<file path="src/rtl/cpu_pkg.sv">
// ============================================================================
// Module      : cpu_pkg
// Description : Shared constants for the small CPU slice: program-memory
//               geometry, opcode field position, fetch-sequencer state
//               encoding and the default halt sentinel word.
// Revision    : 1.0 - initial release
// ============================================================================
`default_nettype none

package cpu_pkg;

    // Program memory is 32 words of 16 bits.
    localparam int PC_W    = 5;
    localparam int INSTR_W = 16;

    // Opcode field inside an instruction word.
    localparam int OPC_MSB = 15;
    localparam int OPC_LSB = 11;

    // Fetch sequencer state encoding.
    localparam logic [1:0] ST_FETCH = 2'd0;
    localparam logic [1:0] ST_ISSUE = 2'd1;
    localparam logic [1:0] ST_HALT  = 2'd2;

    // Unused program-memory words are zero-filled, so an all-zero word
    // doubles as the end-of-program marker.
    localparam logic [INSTR_W-1:0] HALT_WORD = 16'h0000;

endpackage : cpu_pkg

`default_nettype wire

</file>
<file path="src/rtl/sat_counter.sv">
// ============================================================================
// Module      : sat_counter
// Description : Up-counter that sticks at all-ones instead of wrapping.
// Ports       : clk   - rising-edge clock
//               rst   - synchronous active-high reset (count -> 0)
//               inc   - add one this cycle (ignored once saturated)
//               clr   - synchronous clear, wins over inc
//               count - current count value
// Revision    : 1.0 - initial release
// ============================================================================
`default_nettype none

module sat_counter #(
    parameter int CNT_W = 16
) (
    input  logic             clk,
    input  logic             rst,
    input  logic             inc,
    input  logic             clr,
    output logic [CNT_W-1:0] count
);

    logic [CNT_W-1:0] count_q;
    logic [CNT_W-1:0] count_d;

    always_comb begin
        count_d = count_q;
        if (clr) begin
            count_d = '0;
        end else if (inc && (count_q != {CNT_W{1'b1}})) begin
            count_d = count_q + CNT_W'(1);
        end
    end

    always_ff @(posedge clk) begin
        if (rst) begin
            count_q <= '0;
        end else begin
            count_q <= count_d;
        end
    end

    assign count = count_q;

endmodule : sat_counter

`default_nettype wire

</file>
<file path="src/rtl/fetch_sequencer.sv">
// ============================================================================
// Module      : fetch_sequencer
// Description : Instruction fetch controller. Owns the PC, drives the
//               asynchronous program-memory read address, captures the word
//               into an instruction register and offers it to execute with a
//               valid/ready handshake. Applies PC-relative branch redirects
//               and run / single-step / halt control.
// Ports       : clk, rst               - clock, synchronous active-high reset
//               run, step              - free-run level, single-step pulse
//               pm_addr / pm_data      - program-memory read port
//               instr, instr_pc        - issued instruction and its address
//               instr_valid/instr_ready- handshake with execute
//               branch_taken/_offset   - redirect qualifier for accepted instr
//               halt_req, halted       - external halt request, stopped flag
//               retired_count          - accepted instructions, saturating
// Revision    : 1.0 - initial release
// ============================================================================
`default_nettype none

module fetch_sequencer #(
    parameter int                  PC_W         = cpu_pkg::PC_W,
    parameter int                  INSTR_W      = cpu_pkg::INSTR_W,
    parameter bit                  HALT_ON_WORD = 1'b1,
    parameter logic [INSTR_W-1:0]  HALT_WORD    = cpu_pkg::HALT_WORD,
    parameter int                  CNT_W        = 16
) (
    input  logic               clk,
    input  logic               rst,
    input  logic               run,
    input  logic               step,
    output logic [PC_W-1:0]    pm_addr,
    input  logic [INSTR_W-1:0] pm_data,
    output logic [INSTR_W-1:0] instr,
    output logic [PC_W-1:0]    instr_pc,
    output logic               instr_valid,
    input  logic               instr_ready,
    input  logic               branch_taken,
    input  logic [7:0]         branch_offset,
    input  logic               halt_req,
    output logic               halted,
    output logic [CNT_W-1:0]   retired_count
);

    import cpu_pkg::*;

    logic [1:0]         state_q,        state_d;
    logic [PC_W-1:0]    pc_q,           pc_d;
    logic [INSTR_W-1:0] instr_q,        instr_d;
    logic [PC_W-1:0]    instr_pc_q,     instr_pc_d;
    logic               step_pending_q, step_pending_d;

    logic               handshake;
    logic               fetch_go;
    logic               is_halt_word;
    logic [PC_W-1:0]    branch_target;
    logic [PC_W-1:0]    seq_target;

    // A halt request seen in FETCH pre-empts the fetch entirely.
    assign handshake    = (state_q == ST_ISSUE) && instr_ready;
    assign fetch_go     = (state_q == ST_FETCH) && !halt_req && (run || step_pending_q);
    assign is_halt_word = HALT_ON_WORD && (instr_q == HALT_WORD);

    // Sized signed cast sign-extends (or truncates) the offset to PC width;
    // the add then wraps naturally modulo 2^PC_W.
    assign branch_target = instr_pc_q + PC_W'($signed(branch_offset));
    assign seq_target    = instr_pc_q + PC_W'(1);

    // ------------------------------------------------------------------
    // State register
    // ------------------------------------------------------------------
    always_ff @(posedge clk) begin
        if (rst) begin
            state_q        <= ST_FETCH;
            pc_q           <= '0;
            instr_q        <= '0;
            instr_pc_q     <= '0;
            step_pending_q <= 1'b0;
        end else begin
            state_q        <= state_d;
            pc_q           <= pc_d;
            instr_q        <= instr_d;
            instr_pc_q     <= instr_pc_d;
            step_pending_q <= step_pending_d;
        end
    end

    // ------------------------------------------------------------------
    // Next-state and datapath
    // ------------------------------------------------------------------
    always_comb begin
        state_d        = state_q;
        pc_d           = pc_q;
        instr_d        = instr_q;
        instr_pc_d     = instr_pc_q;
        step_pending_d = step_pending_q;

        case (state_q)
            ST_FETCH: begin
                if (halt_req) begin
                    state_d = ST_HALT;
                end else if (fetch_go) begin
                    instr_d        = pm_data;
                    instr_pc_d     = pc_q;
                    step_pending_d = 1'b0;
                    state_d        = ST_ISSUE;
                end
            end
            ST_ISSUE: begin
                if (handshake) begin
                    // Retire first, then decide whether to stop.
                    pc_d    = branch_taken ? branch_target : seq_target;
                    state_d = (is_halt_word || halt_req) ? ST_HALT : ST_FETCH;
                end else if (halt_req) begin
                    state_d = ST_HALT;
                end
            end
            ST_HALT: begin
                state_d = ST_HALT;
            end
            default: begin
                state_d = ST_FETCH;
            end
        endcase

        // A new step pulse is remembered even in the cycle that consumes
        // an older one, so back-to-back pulses are not lost.
        if (step && !run && ((state_q == ST_FETCH) || (state_q == ST_ISSUE))) begin
            step_pending_d = 1'b1;
        end
    end

    // ------------------------------------------------------------------
    // Outputs decoded from state
    // ------------------------------------------------------------------
    always_comb begin
        instr_valid = (state_q == ST_ISSUE);
        halted      = (state_q == ST_HALT);
    end

    assign pm_addr  = pc_q;
    assign instr    = instr_q;
    assign instr_pc = instr_pc_q;

    sat_counter #(
        .CNT_W (CNT_W)
    ) u_retired_cnt (
        .clk   (clk),
        .rst   (rst),
        .inc   (handshake),
        .clr   (1'b0),
        .count (retired_count)
    );

endmodule : fetch_sequencer

`default_nettype wire

</file>
<file path="config.mk">
export PLATFORM = sky130hd
export DESIGN_NAME = fetch_sequencer
export DESIGN_NICKNAME = d
export VERILOG_FILES = /design/src/rtl/cpu_pkg.sv /design/src/rtl/sat_counter.sv /design/src/rtl/fetch_sequencer.sv
export SDC_FILE = /design/constraint.sdc
export NUM_CORES = 1
export LEC_CHECK = 0
export ABC_AREA = 1
export BUFFER_PORTS_ARGS = -buffer_cell sky130_fd_sc_hd__buf_2
export CORE_UTILIZATION = 47
export CTS_CLUSTER_DIAMETER = 80
export DETAILED_ROUTE_END_ITERATION = 8
export PLACE_DENSITY_LB_ADDON = 0.08
export REMOVE_ABC_BUFFERS = 1
export SLEW_MARGIN = 0
export SYNTH_ARGS = -nofsm -noshare
export SYNTH_HDL_FRONTEND = slang
export SYNTH_SLANG_ARGS = --single-unit
</file>
<file path="constraint.sdc">
create_clock -name clk -period 2.2 [get_ports clk]
set_clock_uncertainty 0.2 [all_clocks]
set_input_delay 0.44 -clock clk [delete_from_list [all_inputs] [get_ports clk]]
set_output_delay 0.44 -clock clk [all_outputs]
set_load 0.01 [all_outputs]
</file>
Word-level counts from Yosys, hierarchy flattened --
Index checks and enable logic that the tools add are counted.
Storage, ports and cells: register bits 45, input bits 31, output and inout bits 44, logic and storage cells 46
Cells by class: add/subtract/negate cells 3, equality and inequality tests 6, mux-type cells 11, bitwise logic cells 1, reduce and logical (&&, ||, !) cells 19
Operators by type and width (number):
- $add 16x1->16 const B | 1
- $logic_not 16->1 | 1
- $ne 16x16->1 const B | 1
- $mux 2 | 5
- $logic_and 1x1->1 | 6
- $pmux 2 s3 | 1
- $reduce_and 3->1 | 2
- $add 5x1->5 const B | 1
- $add 5x5->5 | 1
- $mux 5 | 1
- $mux 1 | 4
- $reduce_and 2->1 | 2
- $reduce_bool 2->1 | 2
- $logic_or 1x1->1 | 3
- $ne 3x1->1 const B | 1
- $ne 3x3->1 const B | 1
- $eq 2x1->1 const B | 1
- $eq 2x2->1 const B | 1
- $logic_not 1->1 | 2
- $logic_not 2->1 | 1
- $ne 2x1->1 const B | 1
- $not 1->1 | 1

Logic depth before layout (Yosys ltp) --
Gate-level depths: netlist of the first run.
depth in word-level cells 7, depth in mapped cells 11, mapped depth without buffers 11

By module --
A second synthesis of the first run with hierarchy kept.
Second synthesis, totals: cells, all modules 342, area total of the unflattened synthesis 2378.5 um^2
Modules (own cells, without submodules):
- fetch_sequencer | times used 1, cells an instance 186, area an instance 1373.8 um^2, sequential area each 580.6 um^2
- sat_counter | times used 1, cells an instance 156, area an instance 1004.7 um^2, sequential area each 320.3 um^2

Worst setup path before layout of the first run --
Ideal clock, no wire load.
kind input port to flip-flop, start in branch_offset[0], end reg pc_q[4] (netlist: pm_addr[4]), setup time 0.056 ns, arrival time 1.563 ns, required time 1.944 ns, path slack 0.380 ns, stages 11, buffers on the path 0, path through inv_1 nand2_1 ha_1 fa_1 nand2_1 nand2_1 a21oi_1 a21oi_1 o21ai_0 nand2_1 inv_1
Between the ends: longest elaborated chain between the ends 2
Ends and longest elaborated chain:
- from (decl) | line fetch_sequencer.sv:38 | input logic [7:0] branch_offset,
- $add 5x5->5 | line fetch_sequencer.sv:65 | assign branch_target = instr_pc_q + PC_W'($signed(branch_offset));
- $mux 5 | line fetch_sequencer.sv:111 | pc_d = branch_taken ? branch_target : seq_target;
- to (signal assigned) | line fetch_sequencer.sv:80 | pc_q <= pc_d;
- to (decl) | line fetch_sequencer.sv:47 | logic [PC_W-1:0] pc_q, pc_d;
No other way between the ends. A chain may end at the register's enable or synchronous reset.

Worst setup path in the final report of the first run --
start reg u_retired_cnt.count_q[1] (netlist: u_retired_cnt.count[1]), end reg u_retired_cnt.count_q[13] (netlist: u_retired_cnt.count[13])
Between the ends: longest elaborated chain between the ends 2, elaborated cells between the ends (all ways) 3, classes of those cells 1 x add/sub; 1 x eq/ne; 1 x reduce/logical
Ends and longest elaborated chain:
- from (decl) | line sat_counter.sv:23 | logic [CNT_W-1:0] count_q;
- from (signal assigned) | line sat_counter.sv:39 | count_q <= count_d;
- parallel branches: the longest is 2 deep, another holds $add 16x1->16
Several ways; the timed one is not identified.

==> impl_results.md, run 1 <==
* Run status: finished, final reports clean
* Biggest area consumer among synthesized cells: dfxtp_1
* Clk slew on worst S/H paths at 0.08 ns
* Vias in the first global route at 1866
* Worst-margin pin slew at 0.610 ns
* Final period utilization at 0.837
* Deepest clock path buffer count at 2
* First-pass GRT wire length at 8260 µm
* Die height at 71.9 µm
* Register area share after synthesis at 0.392
* Register bit total from synthesis at 45
* Worst R2R Path Depth at 7
* Startpoint Class: register
* DP HPWL at 3560 µm
* Max Slew Vio Count at 0
* Vias per cell at 4.70
* DRT Pass-1 Iters at 4
* Grt total ovfl at 0
* Synth Cell Area at 2300 µm²
* Most frequent cells in the layout: 71 x buf_2, 63 x nand2_1, 45 x dfxtp_1, 42 x inv_1, 32 x a21oi_1
* PwrDens at 565 nW/µm²
* Area contributors post-synth: dfxtp_1 39%, nand2_1 10%, a21oi_1 7.0%
* Hold Path Stages at 3
* Share of the synthesized area in the top cell type at 0.392
* Crit-path max FO at 12
* Setup CP Type: reg2reg
* Ant diodes at 0
* Leak pwr at 1.31 nW
* Type of the tightest min-delay check: in2reg
* Maximum vdd drop at 0.229 mV
* Most common cell after layout, fill and taps aside: buf_2
* Total global-route track usage at 0.200
* Initial antenna violation count at 0
* RSZ-0062 raised after global routing: no
* Worst Path Arrival at 1.87 ns
* Worst EP required at 2.23 ns
* Placer Congestion at 0.807
* Fin util at 0.598
* H-tree lvl count at 2
* Largest net degree at the start of global routing at 31
* Reg-to-reg slack, setup at 0.36 ns
* Max Fclk at 543 MHz
* Max Cap Violations at 0
* Clk_lat worst skew at 0.29 ns
* Port-buffer cells at 71
* Synth warn at 0
* Drt first-iter violations at 78
* Ports at 75
* Cell variety after synth at 30
* Filler Cell Count at 479
* CTS tree: done
* Initial cell density of the core at 0.487
* Post-CTS sizing at 0
* Clock Sinks at 45
* Slew Limit Headroom at 0.592
* Fin Hold WS at 0.222 ns
* Setup TNS at 0 ns
* Post-route minimum period at 1.84 ns
* Element type at the critical path end: register
* Core footprint at 4720 µm²
* Post-CTS Setup Inserts at 0
* Cts hold-fix bufs at 0
* Num rows at 25
* Share of cells above drive strength 1 at 0.298
* Final setup fails at 0
* Area grow syn2layout at 22.8%
* Die width at 71.9 µm
* Wire per inst at 10.7 µm
* Vias at 2141
* DRT Wirelength at 4870 µm
* Mapped Cells at 316
* Antenna Nets Post-Route at 0
* CTS buffer count at 5
* Final nets at 426
* Die Area at 5170 µm²
* Synthesized area per cell at 7.27 µm²
* Fin. Hold Viols at 0
* Residual DRC count at 0
* Root buffer cell: clkbuf_8
metrics by stage:
stage | area, µm² | std cells | power (mW) | setup WS, ns
floorplan | 2240 | 305 | 1.01 | 0.380
global placement | 2740 | 449 | 1.11 | 0.184
detailed placement | 2740 | 449 | 1.11 | 0.161
CTS | 2820 | 456 | 1.62 | 0.333
global route | 2820 | 456 | 1.69 | 0.187
finish | 2820 | 456 | 1.59 | 0.359
where the power goes:
part / switching, mW / internal (mW)
logic: 0.123 / 0.0912
clock network: 0.259 / 0.249
registers: 0.0214 / 0.850
total: 0.404 / 1.19
area by class of cell:
cell class              instances  area [µm²]  area share
repair buffers                 77         413       0.146
well taps                      67        83.8      0.0297
multi-input cells             216        1170       0.416
clock buffers                   7        86.3      0.0306
flip-flops and latches         45         901       0.319
inverters                      44         165      0.0585
routing by layer:
layer | vias up | global-route usage | wire (µm)
li1 | 1159 | - | -
met1 | 925 | 0.261 | 2440
met2 | 50 | 0.333 | 2160
met3 | 7 | 0.0417 | 202
met4 | 0 | 0.0654 | 65
met5 | - | 0 | 0
synth_stat cells (all sizes together):
cell type and count:
a21oi 42, buf 4, clkbuf 7, dfxtp 45
fa 1, ha 5, inv 44, nand2 73
nand3 13, nand3b 1, nand4 9, nor2 32
nor3 1, o211ai 1, o21a 1, o21ai 27
o21bai 1, or2 1, xnor2 2, xor2 6
critical path, cell delays in order, from the launching register on:
cell	delay [ns]
dfxtp_1	0.39
ha_1	0.25
nand2_2	0.07
nor2_2	0.13
nand2_2	0.11
o21ai_4	0.37
nand2_1	0.12
a21oi_2	0.15
logic make-up (layout without fill, tap and decap cells):
family,count (synthesis),in the layout,share of synthesized area
and+or+nand+nor,130,130,0.261
AOI/OAI and AO/OA,72,72,0.183
DFF,45,45,0.392
adders and majority gates,6,6,0.0359
xor gates and xnor gates,8,8,0.0305
buffers and inverters,55,128,0.0974
path summary, 6_finish.rpt:
path / to / start
worst max-delay path: u_retired_cnt.count[13] / u_retired_cnt.count[1]
worst min-delay path: instr[0] / pm_data[0]
worst max register to register: u_retired_cnt.count[13] / u_retired_cnt.count[1]
worst min register to register: instr[4] / instr[4]
state kept, by name, summed over array words and instances (netlist names):
signal,count
u_retired_cnt.count,16
instr,16
instr_pc,5
state_q,2
pm_addr,5
step_pending_q,1
Note: power is estimated with default switching activity, not from simulation.
==> run 2: changes to the inputs <==
--- a/config.mk
+++ b/config.mk
@@ -5,7 +5,7 @@
 export SDC_FILE = /design/constraint.sdc
 export NUM_CORES = 1
 export LEC_CHECK = 0
-export ABC_AREA = 1
+export ABC_AREA = 0
 export BUFFER_PORTS_ARGS = -buffer_cell sky130_fd_sc_hd__buf_2
 export CORE_UTILIZATION = 47
 export CTS_CLUSTER_DIAMETER = 80
==> constraint.sdc (replaced) <==
create_clock -name clk -period 1.75 [get_ports clk]
set_clock_uncertainty 0.2 [all_clocks]
set_input_delay 0.35 -clock clk [delete_from_list [all_inputs] [get_ports clk]]
set_output_delay 0.35 -clock clk [all_outputs]
set_load 0.01 [all_outputs]
==> run 2 against run 1 <==
Against the previous run: the flow now finishes with violations (setup timing); global-route usage rose by 3.7 points; clock power rose by 63%; synthesized area shrank 8.7%; largest cell class unchanged.
==> impl_results.md, run 2 <==
* CTS tree: done
* Failing checks: setup timing
* Share of the synthesized area in the top cell type at 0.429
* Drt first-iter violations at 84
* Element type at the critical path end: register
* H-tree lvl count at 2
* Area grow syn2layout at 43.2%
* PwrDens at 707 nW/µm²
* Initial antenna violation count at 0
* CP peak stage delay at 0.38 ns
* Maximum vdd drop at 0.609 mV
* Max Slew Vio Count at 0
* EDFF count, synth at 0
* DRT Wirelength at 5370 µm
* Final period utilization at 1.01
* Clock Sinks at 45
* Placer Congestion at 0.789
* Async S/R FF share, synth at 0
* Vias per cell at 5.41
* Root buffer cell: clkbuf_8
* Share of cells above drive strength 1 at 0.420
* Mapped Cells at 253
* RSZ-0062 raised after global routing: yes
* Core footprint at 4140 µm²
* Cts hold-fix bufs at 0
* Initial cell density of the core at 0.507
* Area contributors post-synth: dfxtp_1 43%, nand2_1 9.7%, a21oi_1 8.6%
* DP HPWL at 3690 µm
* Most frequent cells in the layout: 71 x buf_2, 54 x nand2_1, 41 x dfxtp_1, 32 x a21oi_1, 31 x buf_4
* DRT Pass-1 Iters at 4
* Worst EP required at 1.78 ns
* Final setup fails at 2
* Final nets at 391
* Type of the tightest min-delay check: in2reg
* Non-filler instance count after layout at 405
* Num rows at 23
* Grt total ovfl at 0
* Max Cap Violations at 0
* Setup TNS at -0.00967 ns
* Crit-path cells: ha_4 > nand4_4 > nor4_4 > buf_4 > o21ai_0 > a21oi_1
* Deepest clock path buffer count at 2
* Run status: complete, but fails checks
* Synthesized area per cell at 8.30 µm²
* Placed Instances at 394
* Total global-route track usage at 0.237
* Antenna Nets Post-Route at 0
* Startpoint Class: register
* Vias at 2192
* Setup CP Type: reg2reg
* Die width at 68.8 µm
* Count leader, synth: nand2_1
* Wire per inst at 13.3 µm
* Synth Cell Area at 2100 µm²
* Most used DFF post-synth: dfxtp_1
* Post-route minimum period at 1.76 ns
* Slew Limit Headroom at 0.746
* Worst Path Arrival at 1.79 ns
* Register bit total from synthesis at 45
* Vias in the first global route at 1935
* Ports at 75
* Synth warn at 0
* Filler Cell Count at 335
* Crit-path max FO at 6
* Max Fclk at 568 MHz
* Clk_lat worst skew at 0.30 ns
* Commonest cells post-synth: 54 x nand2_1, 45 x dfxtp_1, 36 x a21oi_1, 14 x nor2_1, 10 x clkbuf_1
* Die Area at 4740 µm²
* Fin. Hold Viols at 0
* Cell variety after synth at 48
* Largest net degree at the start of global routing at 23
* First-pass GRT wire length at 8360 µm
* Ant diodes at 0
* Clk slew on worst S/H paths at 0.09 ns
* Register area share after synthesis at 0.429
* PnR worst setup slack at -0.00924 ns
* Port-buffer cells at 71
* Biggest area consumer among synthesized cells: dfxtp_1
* Die height at 68.8 µm
* Worst-margin pin slew at 0.380 ns
* CTS buffer count at 5
* Slowest cell on crit path: nor4_4
* Leak pwr at 1.34 nW
* Most common cell after layout, fill and taps aside: buf_2
* Residual DRC count at 0
-- run 2: changes by cell type after synthesis, sizes merged, moves of 4 or more --
cell and delta:
a21oi -6, inv -41, nand2 -19, nand3 -9, nor2 -18, nor3 +5
nor4 +7, o21ai -19, or3 +5, xor2 -4
-- run 2: metal layers --
layer,routed length [µm],global-route usage
met1,2420,0.297
met2,2570,0.387
met4,75,0.0867
met3,303,0.0674
met5,0,0
-- run 2: repair_timing --
item | CTS | global route
resized for setup | 10 | 28
setup endpoints to repair | 11 | 35
buffers inserted | 0 | 3
pin swaps | 2 | 22
-- run 2: path summary, 6_finish.rpt --
path | from | to | slack (ns) | cells after the start
min | pm_data[15] | instr[15] | 0.08 | 3
min reg2reg | pm_addr[0] | instr_pc[0] | 0.26 | 2
max | u_retired_cnt.count[1] | u_retired_cnt.count[0] | -0.009 | 6
max reg2reg | u_retired_cnt.count[1] | u_retired_cnt.count[0] | -0.009 | 6
-- run 2: kinds of logic (layout without fill, tap and decap cells) --
| family | count (synthesis) | in the layout | share of synthesized area |
|---|---|---|---|
| multiplexers | 3 | 3 | 0.0149 |
| AO/OA/AOI/OAI | 59 | 59 | 0.167 |
| AND/OR/NAND/NOR | 120 | 120 | 0.299 |
| flip-flops | 45 | 45 | 0.429 |
| XOR/XNOR | 4 | 4 | 0.0167 |
| buffers and inverters | 16 | 118 | 0.0346 |
| adder cells (fa/ha/maj) | 6 | 6 | 0.0393 |
-- run 2: cell type report --
class / instances / area [µm²] / share of cell area
clock inverters: 2 / 37.5 / 0.0125
clock buffers: 6 / 82.6 / 0.0275
repair buffers: 107 / 662 / 0.220
well taps: 50 / 62.6 / 0.0208
flip-flops and latches: 45 / 906 / 0.301
multi-input cells: 192 / 1240 / 0.414
inverters: 3 / 11.3 / 0.00375
-- run 2: power breakdown --
group	internal, mW	switching, mW
registers	1.05	0.0194
clock network	0.464	0.365
logic	0.107	0.120
-- run 2: stage by stage --
stage / hold slack [ns] / cell area, µm² / util / setup WS, ns / total power, mW
2_1_floorplan: 0.215 / 2040 / - / -0.299 / 1.19
3_3_place_gp: 0.254 / 2730 / 0.659 / -0.333 / 1.31
3_5_place_dp: 0.257 / 2730 / 0.659 / -0.388 / 1.32
4_1_cts: 0.0691 / 2890 / 0.696 / 0.0113 / 2.14
5_1_grt: 0.0673 / 3010 / 0.726 / -0.0992 / 2.21
6_report: 0.0790 / 3010 / 0.726 / -0.00924 / 2.13
-- run 2: worst max-delay path, delay by kind of cell, from the launching register on --
family	cells	cell delay [ns]
adder cells (fa/ha/maj)	1	0.16
AND/OR/NAND/NOR	2	0.52
AO/OA/AOI/OAI	2	0.21
flip-flops	1	0.37
buffers and inverters	1	0.22
==> run 3: changes to the inputs <==
--- a/config.mk
+++ b/config.mk
@@ -5,7 +5,7 @@
 export SDC_FILE = /design/constraint.sdc
 export NUM_CORES = 1
 export LEC_CHECK = 0
-export ABC_AREA = 0
+export ABC_AREA = 1
 export BUFFER_PORTS_ARGS = -buffer_cell sky130_fd_sc_hd__buf_2
 export CORE_UTILIZATION = 47
 export CTS_CLUSTER_DIAMETER = 80
==> run 3 against run 2 <==
Against the previous run: the flow now finishes without violations; first-iteration DRC count rose by 11%; critical path depth rose by 3; worst hold slack improved by 0.039 ns; largest power group unchanged; die area rose by 9.2%; routed wire length fell by 4.3%; count of clock-buffer cells in the layout fell by 1; power rose by 8.4%; core utilization fell by 8.2 points; cell count rose by 17%; flip-flop and latch count did not move; sequential share of layout area fell by 0.38 points; register-to-register slack improved by 0.08 ns; critical path type unchanged; critical endpoint is now pm_addr[4].
==> impl_results.md, run 3 (synthesized netlist as in run 1, its figures left out) <==
* Run status: finished, final reports clean
* Share of cells above drive strength 1 at 0.348
* RSZ-0062 raised after global routing: no
* CTS buffer count at 5
* DP HPWL at 3740 µm
* Area of the multi-input gates at 1190 µm²
* Ant diodes at 0
* Type of the tightest min-delay check: in2reg
* H-tree lvl count at 2
* Drt first-iter violations at 93
* Placed Instances at 466
* Max Cap Violations at 0
* Delay-heaviest family, CP: adder cells
* Ports at 75
* Min-delay src: halt_req
* PwrDens at 758 nW/µm²
* Initial antenna violation count at 0
* Clk slew on worst S/H paths at 0.08 ns
* Slowest cell on crit path: fa_1
* Initial cell density of the core at 0.487
* Hold Path Stages at 4
* Crit path buffers/inverters at 1
* Worst R2R Path Depth at 9
* Largest net degree at the start of global routing at 45
* Antenna Nets Post-Route at 0
* Max Slew Vio Count at 0
* Grt total ovfl at 0
* CTS tree: done
* Vias at 2244
* Worst Hold End: state_q[0]
* Design Area, Final at 3040 µm²
* DRT Pass-1 Iters at 4
* Core footprint at 4720 µm²
* Wire per inst at 10.8 µm
* Fin. Hold Viols at 0
* Slew Limit Headroom at 0.784
* Final period utilization at 0.962
* Final nets at 444
* Most common cell after layout, fill and taps aside: buf_2
* Filler Cell Count at 436
* Maximum vdd drop at 0.366 mV
* Port-buffer cells at 71
* FF-to-FF Start: instr_pc[0]
* Deepest clock path buffer count at 2
* Startpoint Class: register
* Worst EP required at 1.80 ns
* Final setup fails at 0
* Post-route minimum period at 1.68 ns
* Reg-to-reg slack, setup at 0.07 ns
* Non-filler instance count after layout at 475
* DRT Wirelength at 5140 µm
* Area grow syn2layout at 32.3%
* Clock Sinks at 45
* Die width at 71.9 µm
* Element type at the critical path end: register
* Clk_lat worst skew at 0.30 ns
* First-pass GRT wire length at 8320 µm
* Die height at 71.9 µm
* Vias per cell at 4.72
* Worst-margin pin slew at 0.323 ns
* Root buffer cell: clkbuf_8
* Max Fclk at 594 MHz
* CP most frequent cell: nand2_1
* FF-to-FF End: pm_addr[4]
* Placed inst area at 2880 µm²
* Residual DRC count at 0
* Vias in the first global route at 1870
* Fin util at 0.644
* Setup CP Type: reg2reg
* Placer Congestion at 0.826
* Storage cell area at 905 µm²
* Crit-path cells: ha_2 > fa_1 > nand2_1 > nand2_1 > a21oi_2 > a21oi_1 > o21ai_0 > nand2_1 > inv_1
* Total global-route track usage at 0.208
* Leak pwr at 1.43 nW
* Cts hold-fix bufs at 0
* Crit-path max FO at 3
* Die Area at 5170 µm²
* Num rows at 25
* Most frequent cells in the layout: 71 x buf_2, 63 x nand2_1, 42 x inv_1, 42 x dfxtp_1, 31 x a21oi_1
* Worst Path Arrival at 1.73 ns
* CP peak stage delay at 0.37 ns
==> run 3: cell count changes in the layout (fill, tap and decap cells not counted), sizes merged, moves of 6 or more <==
cell / delta
inv: +41
nand2: +19
o21ai: +19
nor2: +18
buf: -12
nand3: +9
nor4: -7
a21oi: +6
==> run 3: metal layers <==
layer  vias to the layer above  track usage  part of all wire
li1                       1195            -                 -
met1                       994        0.256              0.47
met2                        47        0.352              0.48
met3                         8       0.0528             0.033
met4                         0       0.0741             0.018
met5                         -            0                 0
==> run 3: final cells by class <==
cell class	instances	area share
inverters	44	0.0543
well taps	67	0.0276
clock buffers	5	0.0226
repair buffers	95	0.184
clock inverters	3	0.0214
flip-flops and latches	45	0.298
multi-input cells	216	0.392
==> run 3: worst max-delay path by stage <==
stage                                      start                       to  cells after the start
after CTS                            instr_pc[0]               pm_addr[4]                      9
after floorplan           u_retired_cnt.count[0]  u_retired_cnt.count[13]                      7
after global placement          branch_offset[0]               pm_addr[4]                     12
after detailed placement            branch_taken               pm_addr[4]                     11
after global routing                 instr_pc[0]               pm_addr[4]                      9
final                                instr_pc[0]               pm_addr[4]                      9
==> run 3: power by group <==
group          total (mW)  internal (mW)  switching, mW
clock               0.926          0.567          0.359
sequential           1.10           1.07         0.0271
combinational       0.281          0.122          0.158
==> run 3: what timing repair did <==
action,CTS,global route
buffers inserted,0,1
setup endpoints to repair,1,13
pin swaps,0,1
gates resized for setup,1,7
hold endpoints to repair,0,0
==> run 3: worst reg2reg max path, stage by stage (launching register included) <==
cell	delay [ns]
dfxtp_2	0.33
ha_2	0.19
fa_1	0.37
nand2_1	0.10
nand2_1	0.07
a21oi_2	0.13
a21oi_1	0.07
o21ai_0	0.07
nand2_1	0.06
inv_1	0.04
==> run 3: metrics by stage <==
stage                     TNS (ns)  hold slack (ns)  total power, mW  worst slack (ns)
after floorplan                  0            0.212             1.27           0.00334
after global placement      -0.267            0.247             1.40            -0.147
after detailed placement    -0.303            0.257             1.40            -0.167
after CTS                        0            0.115             2.33            0.0132
after global routing             0            0.126             2.42           0.00226
final                            0            0.118             2.30            0.0669
